===== config.mk =====
export PLATFORM = sky130hd
export DESIGN_NAME = jam_ctrl_unit
export DESIGN_NICKNAME = d
export VERILOG_FILES = /design/src/rtl/traffic_pkg.sv /design/src/rtl/jam_sensor_filter.sv /design/src/rtl/jam_ctrl_unit.sv
export SDC_FILE = /design/constraint.sdc
export NUM_CORES = 1
export LEC_CHECK = 0
export BUFFER_PORTS_ARGS = -buffer_cell sky130_fd_sc_hd__buf_4
export CORE_MARGIN = 4
export CORE_UTILIZATION = 51
export DETAILED_ROUTE_END_ITERATION = 8
export PLACE_DENSITY = 0.7
export SYNTH_ARGS = -nofsm -noshare
export SYNTH_HDL_FRONTEND = slang
export SYNTH_HIERARCHICAL = 1
export SYNTH_SLANG_ARGS = --single-unit

===== constraint.sdc =====
create_clock -name clk -period 1.45 [get_ports clk]
set_input_delay 0 -clock clk [delete_from_list [all_inputs] [get_ports clk]]
set_output_delay 0 -clock clk [all_outputs]
set_load 0.01 [all_outputs]

===== src/rtl/traffic_pkg.sv =====
// Shared definitions for the traffic jam controllers: FSM encodings and default
// timing constants used by the sensor filters and the jam sequencer.
package traffic_pkg;

  typedef enum logic [1:0] {
    ST_IDLE  = 2'd0,
    ST_START = 2'd1,
    ST_HOLD  = 2'd2
  } jam_state_e;

  localparam int DEF_DET_CYC  = 8;
  localparam int DEF_CLR_CYC  = 8;
  localparam int DEF_SLOT_CYC = 16;

  function automatic int max_int(input int a, input int b);
    return (a > b) ? a : b;
  endfunction

endpackage


===== src/rtl/jam_sensor_filter.sv =====
// Hysteresis filter for one road-occupancy sensor: the flag only changes after the
// raw input has disagreed with it for DET_CYC (set) or CLR_CYC (clear) cycles in a row.
module jam_sensor_filter
  import traffic_pkg::*;
#(
  parameter int DET_CYC = DEF_DET_CYC,
  parameter int CLR_CYC = DEF_CLR_CYC
) (
  input  logic clk,
  input  logic rst_n,
  input  logic raw,
  output logic flag
);

  localparam int CW = $clog2(max_int(DET_CYC, CLR_CYC) + 1);
  localparam logic [CW-1:0] DET_LAST = CW'(DET_CYC - 1);
  localparam logic [CW-1:0] CLR_LAST = CW'(CLR_CYC - 1);
  localparam logic [CW-1:0] CNT_MAX  = {CW{1'b1}};

  logic [CW-1:0] cnt_q, cnt_d;
  logic          flag_q, flag_d;
  logic          disagree;

  always_comb begin
    cnt_d    = cnt_q;
    flag_d   = flag_q;
    disagree = (raw != flag_q);
    if (!disagree) begin
      cnt_d = '0;
    end else if (cnt_q == (flag_q ? CLR_LAST : DET_LAST)) begin
      flag_d = ~flag_q;
      cnt_d  = '0;
    end else if (cnt_q != CNT_MAX) begin
      cnt_d = cnt_q + 1'b1;
    end
  end

  always_ff @(posedge clk) begin
    if (!rst_n) begin
      cnt_q  <= '0;
      flag_q <= 1'b0;
    end else begin
      cnt_q  <= cnt_d;
      flag_q <= flag_d;
    end
  end

  assign flag = flag_q;

endmodule


===== src/rtl/jam_ctrl_unit.sv =====
// Jam sequencer: qualifies the four road sensors and drives jam_op_en / jam_start /
// jam_rotation so service steps around the jammed roads once per slot.
module jam_ctrl_unit
  import traffic_pkg::*;
#(
  parameter int DET_CYC  = DEF_DET_CYC,
  parameter int CLR_CYC  = DEF_CLR_CYC,
  parameter int SLOT_CYC = DEF_SLOT_CYC
) (
  input  logic       clk,
  input  logic       rst_n,
  input  logic [3:0] sensor_raw,
  input  logic       jam_ctrl_en,
  output logic       jam_sensor_0,
  output logic       jam_sensor_1,
  output logic       jam_sensor_2,
  output logic       jam_sensor_3,
  output logic       jam_op_en,
  output logic       jam_start,
  output logic       jam_rotation
);

  localparam int SW = $clog2(SLOT_CYC);
  localparam logic [SW-1:0] SLOT_LAST = SW'(SLOT_CYC - 1);

  logic [3:0]    flag;
  logic          any_flag;
  jam_state_e    state_q, state_d;
  logic [SW-1:0] slot_q, slot_d;
  logic          op_en_q, op_en_d;
  logic          start_q, start_d;
  logic          rot_q, rot_d;

  for (genvar i = 0; i < 4; i++) begin : g_filt
    jam_sensor_filter #(
      .DET_CYC(DET_CYC),
      .CLR_CYC(CLR_CYC)
    ) u_filt (
      .clk  (clk),
      .rst_n(rst_n),
      .raw  (sensor_raw[i]),
      .flag (flag[i])
    );
  end

  assign any_flag = |flag;

  // Outputs are computed one edge early so they appear registered; the rotation
  // decision is taken in the slot's last cycle and the pulse lands on the next one.
  always_comb begin
    state_d = state_q;
    slot_d  = slot_q;
    op_en_d = 1'b0;
    start_d = 1'b0;
    rot_d   = 1'b0;
    unique case (state_q)
      ST_IDLE: begin
        slot_d = '0;
        if (jam_ctrl_en && any_flag) begin
          state_d = ST_START;
          op_en_d = 1'b1;
          start_d = 1'b1;
        end
      end
      ST_START: begin
        if (!jam_ctrl_en) begin
          state_d = ST_IDLE;
          slot_d  = '0;
        end else begin
          state_d = ST_HOLD;
          op_en_d = 1'b1;
          slot_d  = slot_q + 1'b1;
        end
      end
      ST_HOLD: begin
        if (!jam_ctrl_en) begin
          state_d = ST_IDLE;
          slot_d  = '0;
        end else if (slot_q == SLOT_LAST) begin
          slot_d = '0;
          if (any_flag) begin
            op_en_d = 1'b1;
            rot_d   = 1'b1;
          end else begin
            state_d = ST_IDLE;
          end
        end else begin
          op_en_d = 1'b1;
          slot_d  = slot_q + 1'b1;
        end
      end
      default: begin
        state_d = ST_IDLE;
        slot_d  = '0;
      end
    endcase
  end

  always_ff @(posedge clk) begin
    if (!rst_n) begin
      state_q <= ST_IDLE;
      slot_q  <= '0;
      op_en_q <= 1'b0;
      start_q <= 1'b0;
      rot_q   <= 1'b0;
    end else begin
      state_q <= state_d;
      slot_q  <= slot_d;
      op_en_q <= op_en_d;
      start_q <= start_d;
      rot_q   <= rot_d;
    end
  end

  assign jam_sensor_0 = flag[0];
  assign jam_sensor_1 = flag[1];
  assign jam_sensor_2 = flag[2];
  assign jam_sensor_3 = flag[3];
  assign jam_op_en    = op_en_q;
  assign jam_start    = start_q;
  assign jam_rotation = rot_q;

endmodule


==> results.txt <==
DRT Wirelength -> 2600 um
Pwr per Cell Area -> 836 nW/um2
Fin crit share -> 0.965
Crit end category -> flip-flop
Layout Utilization -> 0.657
Reg2Reg Capture Point -> state_q[1]
Sequential-to-total area share from yosys stat -> 0.428
CTS tree -> built
CTS Buf Count -> 5
H-tree depth -> 2
FF+latch count, synth -> 29
Synth area leaders -> dfxtp_1 43%, ha_1 8.3%, xor2_1 5.8%
DR WL met3 -> 129 um
Top Layer Used -> met4
Setup-failing EPs final -> 0
Initial antenna violation count -> 0
Metal1 wirelength -> 1250 um
Number of top-level pins -> 14
Ys async rst share -> 0
Hold Crit Depth -> 1
Drc violations -> 0
Req. time, crit path -> 1.69 ns
Mapped cell area -> 1360 um2
Worst slew margin -> 0.768
Hold Crit Start -> slot_q[0]
Top cells by count, synth -> 29 x dfxtp_1, 16 x nand2_1, 12 x nor2_1, 10 x a21oi_1
GRT overflow -> 0
Worst Slack Setup Final -> 0.0502 ns
First-pass GRT wire length -> 4500 um
Mapped Cells -> 146
DPL Wire Length -> 1890 um
Seq. cell area -> 581 um2
Clk slew on worst S/H paths -> 0.08 ns
Hold EP -> slot_q[0]
Maximum clock insertion buffer count -> 2
Routed vias/inst -> 5.69
EDFF count, synth -> 0
Final #Nets -> 192
Max Clk Rate -> 714 MHz
Clk_lat worst skew -> 0.31 ns
Status -> finished clean
DRT iter0 DRCs -> 42
Clock Skews -> 0.00644 ns
Die Y -> 59.6 um
FF-to-FF Start -> g_filt[2].u_filt/flag
Fill cell count -> 208
Die area -> 3550 um2
Antenna cell count -> 0
CTS root buf -> clkbuf_4
Worst hold path type -> flip-flop to flip-flop
RSZ-0062 raised after global routing -> no
Worst VDD drop -> 0.000624 V
Setup WS pre-CTS -> 0.0633 ns
Slew Viols, Final -> 0
Die Span X -> 59.6 um
Crit path max fanout -> 5
Area of the multi-input gates -> 762 um2
Measured slew at the worst slew-check pin -> 0.344 ns
Largest net degree at the start of global routing -> 14
Arr. time, crit path -> 1.64 ns
ANT nets after route -> 0
Setup bufs post-CTS -> 0
Ys flop type -> dfxtp_1
Initial Util -> 0.543
Top-area cell type share of the netlist area -> 0.428
CTS resizes -> 0
Clock Sinks -> 29
Worst hold slack -> 0.480 ns
Tmin final -> 1.40 ns
Share of layout cells above drive strength 1 -> 0.165
All-Layer GR Usage -> 0.167
Syn_area_per_cell -> 9.30 um2
R2r worst-path depth -> 3
Placer Congestion -> 0.758
Largest area contributor in the netlist -> dfxtp_1
Syn nets -> 162
I/O Buffers -> 13
Rows -> 18
Setup crit start kind -> flip-flop
Core ar. -> 2500 um2
Unique masters post-synth -> 30
Total number of vias -> 1173
Hold Violations, Final -> 0
Drt wl/cell -> 12.6 um
Kind of critical path -> flip-flop to flip-flop
Most instantiated library cell after synthesis -> dfxtp_1
WL met2 -> 1180 um
Synth warnings -> 6
TritonRoute pass-1 iters -> 4
Layout area overhead -> 20.9%
Static leakage -> 0.653 nW
Setup TNS -> 0 ns
R2r setup slk -> 0.05 ns
Vias in the first global route -> 1061
Max Cap Viol -> 0
Crit path launch -> g_filt[2].u_filt/flag
## registers in the layout, indices dropped and copies added, names as in the netlist
| name | flops |
|---|---|
| g_filt.u_filt/cnt_q | 16 |
| g_filt.u_filt/flag | 4 |
| slot_q | 4 |
| state_q | 2 |
| jam_op_en | 1 |
| jam_rotation | 1 |
| jam_start | 1 |
## cells in the final DEF, fill, tap and decap left out, types with 2 or more instances in the layout
cell / synthesis / layout
dfxtp_1: 29 / 29
buf_4: 0 / 18
nand2_1: 16 / 16
nor2_1: 12 / 12
a21oi_1: 10 / 10
xor2_1: 9 / 9
ha_1: 9 / 9
nand4b_1: 8 / 8
nand4_1: 8 / 8
dlygate4sd3_1: 0 / 6
nand2b_1: 5 / 5
clkbuf_4: 0 / 5
nand3_1: 4 / 4
o21ai_0: 4 / 4
a21boi_0: 4 / 4
nor3_2: 4 / 4
inv_1: 3 / 3
nor3_1: 2 / 2
o211ai_1: 2 / 2
o22ai_1: 2 / 2
a211oi_1: 2 / 2
nor3b_1: 2 / 2
## worst max path at each step
stage / end / slack, ns / depth (start not counted)
finish: state_q[1] / 0.05 / 3
global route: jam_op_en / 0.01 / 5
CTS: state_q[1] / 0.05 / 3
detailed placement: state_q[1] / 0.06 / 3
global placement: state_q[1] / 0.1 / 3
floorplan: state_q[1] / 0.02 / 3
## area by class of cell
cell class              count  share of cell area
multi-input cells         113               0.464
flip-flops and latches     29               0.354
repair buffers             24               0.119
clock buffers               7              0.0335
well taps                  30              0.0229
inverters                   3             0.00686
## kinds of logic (layout without fill, tap and decap cells)
group,after synthesis,in the layout,synth area share
AOI/OAI and AO/OA,30,30,0.143
xor gates and xnor gates,9,9,0.0581
adders and majority gates,9,9,0.0830
buffers and inverters,4,34,0.0111
DFF,29,29,0.428
and+or+nand+nor,65,65,0.277
## metrics by stage
stage,std cells,area (um2),total power (W)
floorplan,146,1360,0.000869
CTS,204,1620,0.00139
detailed placement,193,1530,0.000897
global placement,193,1530,0.000893
global route,206,1640,0.00145
finish,206,1640,0.00137
## report_power, final
group | internal (W) | switching, W
clock | 0.000228 | 0.000253
sequential | 0.000807 | 0.0000103
combinational | 0.0000383 | 0.0000361
## per-layer routing
layer	GRT usage	up-vias
met5	0	-
met4	0.0665	0
met3	0.0610	6
met2	0.264	19
met1	0.206	544
li1	-	604
## worst max-delay path, stage by stage (launching register included)
cell and delay [ns]:
dfxtp_1 0.32, or4_4 0.57, a311o_1 0.37, o211ai_1 0.08
## what timing repair did
| item | in CTS | in global routing |
|---|---|---|
| endpoints found under the setup margin | 0 | 1 |
| hold buffers | 4 | 2 |
| hold endpoints to repair | 4 | 3 |
(Power assumes the default switching activity.)
